===== src/rtl/knight_pkg.sv =====
// Shared types and constants for the knight player controller.
// Status encoding, USB keycodes and sprite dimensions live here.
package knight_pkg;

    typedef enum logic [3:0] {
        ST_IDLE = 4'd0,
        ST_WALK = 4'd1,
        ST_JUMP = 4'd2,
        ST_FALL = 4'd3
    } status_t;

    localparam logic [7:0] KEY_A     = 8'h04;
    localparam logic [7:0] KEY_D     = 8'h07;
    localparam logic [7:0] KEY_W     = 8'h1A;
    localparam logic [7:0] KEY_SPACE = 8'h2C;

    localparam logic [9:0] SPRITE_SIZE_X = 10'd50;
    localparam logic [9:0] SPRITE_SIZE_Y = 10'd64;

    // True when either keycode slot holds the requested key.
    function automatic logic key_hit(input logic [7:0] k0,
                                     input logic [7:0] k1,
                                     input logic [7:0] key);
        return (k0 == key) || (k1 == key);
    endfunction

endpackage


===== src/rtl/knight_key_decode.sv =====
// Combinational keycode decoder: either keycode slot may carry any key.
module knight_key_decode
    import knight_pkg::*;
(
    input  logic [7:0] keycode0,
    input  logic [7:0] keycode1,
    output logic       left,
    output logic       right,
    output logic       jump
);

    assign left  = key_hit(keycode0, keycode1, KEY_A);
    assign right = key_hit(keycode0, keycode1, KEY_D);
    assign jump  = key_hit(keycode0, keycode1, KEY_W) |
                   key_hit(keycode0, keycode1, KEY_SPACE);

endmodule


===== src/rtl/knight_motion.sv =====
// Per-frame knight controller: idle/walk/jump/fall FSM with integer gravity,
// horizontal air control and facing; all outputs registered on frame_clk.
module knight_motion
    import knight_pkg::*;
#(
    parameter int X_START   = 320,
    parameter int GROUND_Y  = 400,
    parameter int X_MIN     = 25,
    parameter int X_MAX     = 614,
    parameter int Y_MIN     = 32,
    parameter int WALK_STEP = 3,
    parameter int JUMP_V    = -12,
    parameter int GRAV      = 1,
    parameter int VMAX      = 10
) (
    input  logic       frame_clk,
    input  logic       Reset,
    input  logic [7:0] keycode0,
    input  logic [7:0] keycode1,
    output logic [9:0] Player_X,
    output logic [9:0] Player_Y,
    output logic [9:0] Player_SizeX,
    output logic [9:0] Player_SizeY,
    output logic [3:0] Player_Status,
    output logic       Inverse
);

    localparam logic [9:0] X_START_U = 10'(X_START);
    localparam logic [9:0] GROUND_U  = 10'(GROUND_Y);
    localparam logic [9:0] X_MIN_U   = 10'(X_MIN);
    localparam logic [9:0] X_MAX_U   = 10'(X_MAX);
    localparam logic [9:0] Y_MIN_U   = 10'(Y_MIN);

    localparam logic signed [11:0] X_MIN_S  = 12'(X_MIN);
    localparam logic signed [11:0] X_MAX_S  = 12'(X_MAX);
    localparam logic signed [11:0] STEP_S   = 12'(WALK_STEP);
    localparam logic signed [10:0] GROUND_S = 11'(GROUND_Y);
    localparam logic signed [10:0] Y_MIN_S  = 11'(Y_MIN);
    localparam logic signed [7:0]  JUMP_V_S = 8'(JUMP_V);
    localparam logic signed [7:0]  GRAV_S   = 8'(GRAV);
    localparam logic signed [7:0]  VMAX_S   = 8'(VMAX);

    status_t            state_r, next_state_s;
    logic [9:0]         x_r, y_r, next_x_s, next_y_s;
    logic [9:0]         size_x_r, size_y_r;
    logic signed [7:0]  vy_r, next_vy_s, vy_inc_s;
    logic               inv_r, next_inv_s, jump_prev_r;
    logic               left_s, right_s, jump_s, dir_s, jump_edge_s;
    logic signed [11:0] x_ext_s, x_left_s, x_right_s;
    logic signed [10:0] y_sum_s;

    knight_key_decode u_decode (
        .keycode0 (keycode0),
        .keycode1 (keycode1),
        .left     (left_s),
        .right    (right_s),
        .jump     (jump_s)
    );

    assign dir_s       = left_s ^ right_s;
    assign jump_edge_s = jump_s & ~jump_prev_r;

    // Wide signed intermediates so saturation sees the true overshoot.
    assign x_ext_s   = signed'({2'b00, x_r});
    assign x_left_s  = x_ext_s - STEP_S;
    assign x_right_s = x_ext_s + STEP_S;
    assign y_sum_s   = signed'({1'b0, y_r}) + signed'({{3{vy_r[7]}}, vy_r});
    assign vy_inc_s  = vy_r + GRAV_S;

    // Horizontal motion and facing; active in every state.
    always_comb begin
        next_x_s   = x_r;
        next_inv_s = inv_r;
        if (left_s && !right_s) begin
            next_inv_s = 1'b1;
            if (x_left_s < X_MIN_S) begin
                next_x_s = X_MIN_U;
            end else begin
                next_x_s = x_left_s[9:0];
            end
        end else if (right_s && !left_s) begin
            next_inv_s = 1'b0;
            if (x_right_s > X_MAX_S) begin
                next_x_s = X_MAX_U;
            end else begin
                next_x_s = x_right_s[9:0];
            end
        end else begin
            next_x_s   = x_r;
            next_inv_s = inv_r;
        end
    end

    // Next-state, vertical position and velocity.
    always_comb begin
        next_state_s = state_r;
        next_y_s     = y_r;
        next_vy_s    = vy_r;
        case (state_r)
            ST_IDLE: begin
                if (jump_edge_s) begin
                    next_state_s = ST_JUMP;
                    next_vy_s    = JUMP_V_S;
                end else if (dir_s) begin
                    next_state_s = ST_WALK;
                end else begin
                    next_state_s = ST_IDLE;
                end
            end
            ST_WALK: begin
                if (jump_edge_s) begin
                    next_state_s = ST_JUMP;
                    next_vy_s    = JUMP_V_S;
                end else if (!dir_s) begin
                    next_state_s = ST_IDLE;
                end else begin
                    next_state_s = ST_WALK;
                end
            end
            ST_JUMP: begin
                if (y_sum_s < Y_MIN_S) begin
                    next_y_s     = Y_MIN_U;
                    next_vy_s    = 8'sd0;
                    next_state_s = ST_FALL;
                end else begin
                    next_y_s  = y_sum_s[9:0];
                    next_vy_s = vy_inc_s;
                    if (vy_inc_s >= 8'sd0) begin
                        next_state_s = ST_FALL;
                    end else begin
                        next_state_s = ST_JUMP;
                    end
                end
            end
            ST_FALL: begin
                // Landing clamps Y and leaves the air on the same edge.
                if (y_sum_s >= GROUND_S) begin
                    next_y_s     = GROUND_U;
                    next_vy_s    = 8'sd0;
                    next_state_s = dir_s ? ST_WALK : ST_IDLE;
                end else begin
                    next_y_s     = y_sum_s[9:0];
                    next_vy_s    = (vy_inc_s > VMAX_S) ? VMAX_S : vy_inc_s;
                    next_state_s = ST_FALL;
                end
            end
            default: begin
                next_state_s = ST_IDLE;
                next_y_s     = GROUND_U;
                next_vy_s    = 8'sd0;
            end
        endcase
    end

    // Frame register with synchronous reset.
    always_ff @(posedge frame_clk) begin
        if (Reset) begin
            state_r     <= ST_IDLE;
            x_r         <= X_START_U;
            y_r         <= GROUND_U;
            vy_r        <= 8'sd0;
            inv_r       <= 1'b0;
            jump_prev_r <= 1'b0;
            size_x_r    <= SPRITE_SIZE_X;
            size_y_r    <= SPRITE_SIZE_Y;
        end else begin
            state_r     <= next_state_s;
            x_r         <= next_x_s;
            y_r         <= next_y_s;
            vy_r        <= next_vy_s;
            inv_r       <= next_inv_s;
            jump_prev_r <= jump_s;
            size_x_r    <= SPRITE_SIZE_X;
            size_y_r    <= SPRITE_SIZE_Y;
        end
    end

    assign Player_X      = x_r;
    assign Player_Y      = y_r;
    assign Player_SizeX  = size_x_r;
    assign Player_SizeY  = size_y_r;
    assign Player_Status = state_r;
    assign Inverse       = inv_r;

endmodule

===== config.mk =====
export PLATFORM = sky130hd
export DESIGN_NAME = knight_motion
export DESIGN_NICKNAME = d
export VERILOG_FILES = /design/src/rtl/knight_pkg.sv /design/src/rtl/knight_key_decode.sv /design/src/rtl/knight_motion.sv
export SDC_FILE = /design/constraint.sdc
export NUM_CORES = 1
export LEC_CHECK = 0
export CAP_MARGIN = 20
export CORE_MARGIN = 2
export CORE_UTILIZATION = 45
export CTS_BUF_LIST = sky130_fd_sc_hd__clkbuf_4
export CTS_CLUSTER_DIAMETER = 40
export DETAILED_ROUTE_END_ITERATION = 16
export HOLD_SLACK_MARGIN = 0.1
export MAX_ROUTING_LAYER = met4
export PLACE_DENSITY_LB_ADDON = 0.15
export SLEW_MARGIN = 25
export SYNTH_ARGS = -nofsm -noshare
export SYNTH_HDL_FRONTEND = slang
export SYNTH_SLANG_ARGS = --single-unit

===== constraint.sdc =====
create_clock -name frame_clk -period 4 [get_ports frame_clk]
set_input_delay 0.8 -clock frame_clk [delete_from_list [all_inputs] [get_ports frame_clk]]
set_output_delay 0.8 -clock frame_clk [all_outputs]
set_load 0.02 [all_outputs]

## Yosys cells after proc, flatten, opt, wreduce, memory -nomap -nowiden

Index checks and enable logic that the tools add are counted.

| operators by class | value |
|---|---|
| reductions and logical operators | 11 |
| order comparisons | 6 |
| mux-type cells | 20 |
| $add $sub $neg | 4 |
| bitwise gates (word level) | 4 |
| equal/unequal tests | 12 |

Operator list:

| kind | number |
|---|---|
| $mux W10 | 6 |
| $eq A8 B3 Y1 const B | 4 |
| $mux W8 | 4 |
| $pmux W10 S3 | 1 |
| $pmux W8 S3 | 1 |
| $eq A8 B5 Y1 const B | 2 |
| $eq A8 B6 Y1 const B | 2 |
| $pmux W4 S3 | 1 |
| $add A10 B2 Y11 const B | 1 |
| $add A11 B8 Y11 | 1 |
| $ge A11 B10 Y1 const B | 1 |
| $gt A11 B10 Y1 const B | 1 |
| $lt A11 B6 Y1 const B | 1 |
| $lt A11 B7 Y1 const B | 1 |
| $sub A10 B2 Y11 const B | 1 |
| $add A8 B2 Y8 const B | 1 |
| $eq A4 B2 Y1 const B | 2 |
| $ge A8 B1 Y1 const B | 1 |
| $gt A8 B5 Y1 const B | 1 |
| $mux W1 | 5 |
| $eq A4 B1 Y1 const B | 1 |
| $logic_not A4 Y1 | 1 |
| $logic_or A1 B1 Y1 | 4 |
| $mux W4 | 1 |
| 10 further kinds | 12 |

| word-level totals | value |
|---|---|
| output and inout bits | 45 |
| bits in registers | 34 |

## Longest topological paths before layout

Gate-level depths: netlist of the first run.

| logic depth | value |
|---|---|
| depth after elaboration | 6 |
| depth in mapped cells | 12 |

## By module

Synthesis of the first run repeated with hierarchy kept, for this count alone.

| unflattened totals | value |
|---|---|
| cells, all modules | 400 |
| area, all modules | 3055.4 µm² |

Modules (own cells, without submodules):

| module | area an instance (µm²) | cells an instance | times used |
|---|---|---|---|
| knight_motion | 2911.5 | 380 | 1 |
| knight_key_decode | 143.9 | 20 | 1 |

## Least setup slack after synthesis of the first run

OpenSTA, ideal clock, no wires.

| timing path | value |
|---|---|
| path kind | register to register |
| start | reg y_r[0] (netlist: Player_Y[0]) |
| end | reg vy_r[0] |
| library setup time | 0.069 ns |
| buffers on the path | 0 |
| setup slack | 1.154 ns |
| clock period less this slack | 2.846 ns |
| arrival | 2.777 ns |
| data required time | 3.931 ns |
| cell stages (with the launch flop) | 12 |
| path through | dfxtp_1 -> ha_1 -> inv_1 -> fa_1 -> nand2b_1 -> a21oi_2 -> nor2_1 -> xnor2_1 -> o311ai_1 -> a22oi_1 -> or4b_1 -> o21ai_1 |

| on the way | value |
|---|---|
| word-level cells in the longest chain between the ends | 4 |
| elaborated cells on any way between the ends | 6 |

RTL lines:

| item | RTL line | text |
|---|---|---|
| start: declaration | knight_motion.sv:44 | `logic [9:0] x_r, y_r, next_x_s, next_y_s;` |
| start signal: assignment | knight_motion.sv:169 | `y_r <= next_y_s;` |
| $add A11 B8 Y11 (*) | knight_motion.sv:67 | `assign y_sum_s = signed'({1'b0, y_r}) + signed'({{3{vy_r[7]}}, vy_r});` |
| $ge A11 B10 Y1 / $lt A11 B7 Y1 (equally long branches) | knight_motion.sv:137, knight_motion.sv:121 |  |
| $mux W8, on equally long branches | knight_motion.sv:137, knight_motion.sv:121 |  |
| $pmux W8 S3 (*) | knight_motion.sv:99 | `case (state_r)` |
| end signal: assignment | knight_motion.sv:170 | `vy_r <= next_vy_s;` |
| end: declaration | knight_motion.sv:46 | `logic signed [7:0] vy_r, next_vy_s, vy_inc_s;` |

Mark *: on every way between the ends. The rest lies on a longest branch, timed or not.
A chain may end at the register's enable or synchronous reset.

## Worst setup path in the final report of the first run

| timing path | value |
|---|---|
| start | reg vy_r[0] |
| end | reg vy_r[0] |

| on the way | value |
|---|---|
| word-level cells in the longest chain between the ends | 5 |
| elaborated cells on any way between the ends | 9 |

RTL lines:

| item | RTL line | text |
|---|---|---|
| $add A8 B2 Y8 | knight_motion.sv:68 | `assign vy_inc_s = vy_r + GRAV_S;` |
| $gt A8 B5 Y1 | knight_motion.sv:143 | `next_vy_s = (vy_inc_s > VMAX_S) ? VMAX_S : vy_inc_s;` |
| $mux W8 | knight_motion.sv:143 |  |
| $mux W8 | knight_motion.sv:137 | `if (y_sum_s >= GROUND_S) begin` |
| $pmux W8 S3 (*) | knight_motion.sv:99 |  |

Marks and branches as above.

==> flow_summary.yaml, run 1 <==
finish:
  fin_nets: 489
  drive_gt1_share_pct: 7.69
  num_antenna_cells: 0
  syn_to_final_growth_pct: 11.8
synth:
  yosys.area.top_type_share_pct: 19.5
  postSynthAreaPerCell_sq_um: 7.57
  syn_area_sq_um: 3280
  synth-edff-count: 0
  yosys.area.top_type: "dfxtp_1"
  async_flop_share_pct: 0
  ys_seq_elements: 32
  synthCells: 433
  synth_common_cells: "dfxtp_1, nor2_1, a21oi_1"
  synth_flop_cell: "dfxtp_1"
  yosysWarnings: 0
  ys_top_cells_by_area: "dfxtp_1, ha_1, buf_4, a21oi_1, nand3_1"
  ys_seq_area_share_pct: 19.5
  synth_cell_types: 84
worst_setup_path:
  worst-path-max-fanout: 9
  cp.arrival_ps: 3540
  path_buf_inv: 1
  reg2reg_to: "vy_r[0]"
  cp_top_family: "compound AO/OA/AOI/OAI gates"
  r2r-start: "vy_r[0]"
  worst-setup-path-type: "register to register"
  path_cells: "ha_1, inv_1, fa_1, nand2b_1, a21oi_2, nor2_1, xnor2_1, o311ai_1, a22oi_1, or4b_1, o21ai_1"
  critPathLaunchType: "register"
  cp_slowest_stage_delay_ps: 510
  cp-end-kind: "register"
  reg2reg_slack_ps: 730
  crit_slowest_cell: "or4b_1"
  reg2reg_depth: 11
  critPathRequiredTime_ps: 4270
timing:
  worstMarginPinSlew_ps: 868
  setup_viol: 0
  fin_crit_sh_pct: 81.7
  hold_viol: 0
  tns_ps: 0
  whs_ps: 472
  fmax_mhz: 306
  slew-limit-headroom_pct: 42.1
  period_needed_ps: 3270
  fin_skew_ps: 10.8
  slew_violations: 0
  rsz0062_at_grt: "false"
hold_path:
  whs_path_depth: 2
  hp-class: "register to register"
  whs_endpoint: "Inverse"
  hp-start: "Inverse"
power_and_ir_drop:
  leakage_nw: 1.37
  ir_drop_v: 0.000100
  powerDensity_nw_per_um2: 174
clock_tree:
  clockRootBuffer: "clkbuf_4"
  cts_setup_buffers: 0
  htree_levels: 2
  cts-hold-fix-buffers: 0
  cts_tree: "built"
  clkSinkCount: 32
  clk_pin_slew_worst_paths_ps: 100
  clk_latency_ps: 340
  cts.path.max_buffers: 2
  cts_resized: 0
  numCtsBuffers: 5
global_routing:
  grt_max_degree: 29
  antenna_found_initial: 0
  grt_first_pass_wirelength_um: 13800
  grt_remaining_overflow: 0
  grtUsageTotal_pct: 22.2
  grt_pass1_vias: 2922
drt:
  drt-total-wl_um: 8280
  ant_nets: 0
  drc: 0
  viasPerCell: 5.72
  wl_per_cell_um: 14.9
  drt_iter0_markers: 112
  first_pass_iters: 4
  vias: 3170
floorplan:
  die_w_um: 89.4
  rows: 31
  die_area_sq_um: 7990
  io_pins: 63
  core_area_sq_um: 7140
  die_y_um: 89.4
  start_util_pct: 46.0
placement:
  place_congestion: 0.886
  dp_hpwl_um: 6110
  place.port_buffers: 40
job:
  cap_violations: 0
run_status:
  status: "completed"
## routing by layer
layer	GRT usage [%]	vias up	routed length, um
li1	-	1616	-
met1	27.3	1480	3700
met2	37.8	66	4210
met3	3.32	8	292
met4	6.38	0	78
met5	-	-	0
## power by group
| group | total, mW | switching, mW | leakage, nW | internal [mW] |
|---|---|---|---|---|
| registers | 0.331 | 0.00926 | 0.258 | 0.322 |
| clock network | 0.185 | 0.114 | 0.0315 | 0.0715 |
| logic | 0.120 | 0.0719 | 1.08 | 0.0479 |
| total | 0.636 | 0.195 | 1.37 | 0.441 |
## per-stage QoR
stage / total power, mW / cells / area (sq um) / util, % / setup WS [ps]
2_1_floorplan: 0.434 / 453 / 3350 / - / 1150
3_3_place_gp: 0.456 / 547 / 3610 / 50.6 / 730
3_5_place_dp: 0.457 / 547 / 3610 / 50.6 / 752
4_1_cts: 0.645 / 554 / 3660 / 51.3 / 769
5_1_grt: 0.669 / 554 / 3660 / 51.3 / 424
6_report: 0.636 / 554 / 3660 / 51.3 / 730
## state kept, by name (all words and copies together), names as in the netlist
register / cells
Player_Status: 2
jump_prev_r: 1
Player_X: 10
Inverse: 1
Player_Y: 10
vy_r: 8
## cells in the final DEF (no fill, tap or decap), types with 3 or more instances in the layout
cell	n
clkdlybuf4s50_1	40
dfxtp_1	32
nor2_1	32
a21oi_1	28
nand3_1	24
nand2_1	24
conb_1	22
o21ai_0	18
nor3_1	15
ha_1	15
inv_1	14
nand2b_1	13
xnor2_1	11
o21ai_1	9
a31oi_1	8
xor2_1	7
and3_1	6
clkbuf_4	6
a21o_1	5
nor2b_1	5
a22oi_1	5
nand4_1	5
nand3b_1	4
o31ai_1	4
o211ai_1	4
and2_1	4
a22o_1	4
nor4bb_1	4
o22ai_1	4
or3_1	4
nor4_1	3
o21a_1	3
a211o_1	3
o2111ai_1	3
a311oi_1	3
or4_1	3
a211oi_1	3
buf_4	3
## logic make-up (layout without fill, tap and decap cells)
group / after synthesis / in the layout / synth area share (%)
multiplexers: 2 / 2 / 0.649
flip-flops: 32 / 32 / 19.5
XOR/XNOR: 18 / 18 / 4.81
buffers and inverters: 63 / 65 / 10.5
AND/OR/NAND/NOR: 165 / 165 / 28.5
other: 2 / 22 / 0.229
adder cells (fa/ha/maj): 16 / 16 / 6.33
AO/OA/AOI/OAI: 135 / 135 / 29.5
## cell type report
class / count / area (sq um)
timing repair buffer: 43 / 423
clock buffer: 6 / 45.0
inverter: 15 / 56.3
sequential: 32 / 641
multi-input combinational: 358 / 2370
clock inverter: 1 / 5.00
fill: 749 / 3470
tap: 99 / 124
## tightest hold or removal path: stages, from the launching register on
cell and delay (ps):
dfxtp_1 320, nand2_1 60, a21oi_1 50
## worst max path at each step
stage                 from          end  slack (ps)  cells after the start
6_report           vy_r[0]      vy_r[0]         730                     11
5_1_grt            vy_r[0]  Player_Y[2]         420                     11
3_3_place_gp   keycode1[5]  Player_X[5]         730                      9
3_5_place_dp   keycode1[5]  Player_X[5]         750                      9
2_1_floorplan  Player_Y[0]      vy_r[0]        1150                     11
4_1_cts            vy_r[0]      vy_r[0]         770                     11
Power figures use the tool's default switching activity.
==> run 2: changes to the inputs <==
==> constraint.sdc (replaced) <==
create_clock -name frame_clk -period 3 [get_ports frame_clk]
set_input_delay 0.6 -clock frame_clk [delete_from_list [all_inputs] [get_ports frame_clk]]
set_output_delay 0.6 -clock frame_clk [all_outputs]
set_load 0.02 [all_outputs]
==> flow_summary.yaml, run 2 (synthesis results as in run 1) <==
placement:
  dp_hpwl_um: 6550
  place.port_buffers: 40
  place_area_sq_um: 3760
  place_congestion: 0.863
job:
  cap_violations: 0
power_and_ir_drop:
  power.share.clock_pct: 34.8
  leakage_nw: 1.48
  p_sw_share_pct: 28.4
  p_switching_mw: 0.266
  seqPwrFrac_pct: 46.6
  powerDensity_nw_per_um2: 242
  combinationalPowerShare_pct: 18.6
  ir_drop_v: 0.000148
  internal_power_mw: 0.670
timing:
  hold_viol: 0
  rsz0062_at_grt: "false"
  tns_ps: 0
  setup_viol: 0
  fin_skew_ps: 6.19
  fin_crit_sh_pct: 93.7
  period_needed_ps: 2810
  fmax_mhz: 356
  slew_violations: 0
  slew-limit-headroom_pct: 56.8
  worstMarginPinSlew_ps: 647
clock_tree:
  clockRootBuffer: "clkbuf_4"
  htree_levels: 2
  cts_tree: "built"
  cts_resized: 0
  cts_setup_buffers: 0
  clkSinkCount: 32
  cts-hold-fix-buffers: 0
  cts.path.max_buffers: 2
  numCtsBuffers: 5
  clk_pin_slew_worst_paths_ps: 110
  clk_latency_ps: 340
worst_setup_path:
  path_cells: "ha_1, o211ai_1, a21oi_4, o21a_1, o311ai_2, buf_4, a22oi_1, or4b_1, o21ai_1"
  cp-end-kind: "register"
  worst-setup-path-type: "register to register"
  critPathLaunchType: "register"
  worst-path-max-fanout: 10
  cp.arrival_ps: 3090
  crit_slowest_cell: "dfxtp_1"
  cp_slowest_stage_delay_ps: 560
  critPathRequiredTime_ps: 3280
finish:
  design_area_sq_um: 3870
  drive_gt1_share_pct: 12.2
  multi_input_area_sq_um: 2400
  layout_common_cells: "clkdlybuf4s50_1, nor2_1, dfxtp_1"
  seq_area_sq_um: 642
  num_antenna_cells: 0
  num-fill-cells: 712
  fin_nets: 509
  syn_to_final_growth_pct: 17.9
  final_common_cell: "clkdlybuf4s50_1"
drt:
  dr_wl_met3_um: 308
  drc: 0
  wl_per_cell_um: 14.9
  drt_iter0_markers: 154
  drt-met1-wl_um: 3740
  vias: 3332
  first_pass_iters: 5
  ant_nets: 0
  maxUsedRoutingLayer: "met4"
  route.met2.wl_um: 4380
  drt-total-wl_um: 8580
  viasPerCell: 5.79
floorplan:
  die_y_um: 89.4
  io_pins: 63
  die_area_sq_um: 7990
  core_area_sq_um: 7140
  start_util_pct: 46.0
  die_w_um: 89.4
  rows: 31
run_status:
  status: "completed"
global_routing:
  antenna_found_initial: 0
  grt_pass1_vias: 3133
  grt_first_pass_wirelength_um: 14600
  grtUsageTotal_pct: 23.7
  grt_max_degree: 29
  grt_remaining_overflow: 0
hold_path:
  hp-class: "register to register"
run 2: routing by layer:
| layer | vias to the layer above | track usage [%] |
|---|---|---|
| li1 | 1654 | - |
| met1 | 1586 | 28.4 |
| met2 | 77 | 40.9 |
| met3 | 15 | 3.51 |
| met4 | 0 | 7.33 |
| met5 | - | - |
run 2: layout make-up:
class	instances	area share [%]
Multi-Input combinational cell	358	62.0
Inverter	15	1.46
Tap cell	99	3.20
Clock inverter	3	0.971
Sequential cell	32	16.6
Clock buffer	5	0.971
Timing Repair Buffer	63	14.8
run 2: path summary, 6_finish.rpt:
path | slack [ps] | cells after the start | start | endpoint
hold / removal | 490 | 2 | Inverse | Inverse
setup / recovery | 190 | 9 | vy_r[3] | vy_r[0]
setup reg to reg | 190 | 9 | vy_r[3] | vy_r[0]
hold reg to reg | 490 | 2 | Inverse | Inverse
run 2: through the flow:
stage	hold WS (ps)	util [%]	instances	total power [mW]	worst slack, ps
2_1_floorplan	545	-	453	0.579	154
3_3_place_gp	455	52.8	567	0.615	142
3_5_place_dp	476	52.8	567	0.617	55.1
4_1_cts	492	53.8	575	0.947	33.3
5_1_grt	528	54.2	575	0.990	34.4
6_report	494	54.2	575	0.936	190
run 2: worst max-delay path, delay by kind of cell (launching register included):
kind / cells / cell delay [ps]
AOI/OAI and AO/OA: 6 / 1150
DFF: 1 / 560
adders and majority gates: 1 / 350
buffers and inverters: 1 / 190
and+or+nand+nor: 1 / 490
run 2: power by group through the flow:
stage | clock, mW | sequential (mW) | combinational (mW)
floorplan | 0 | 0.446 | 0.133
CTS | 0.339 | 0.436 | 0.171
finish | 0.326 | 0.436 | 0.174
global placement | 0 | 0.446 | 0.169
global route | 0.360 | 0.437 | 0.192
detailed placement | 0 | 0.446 | 0.171
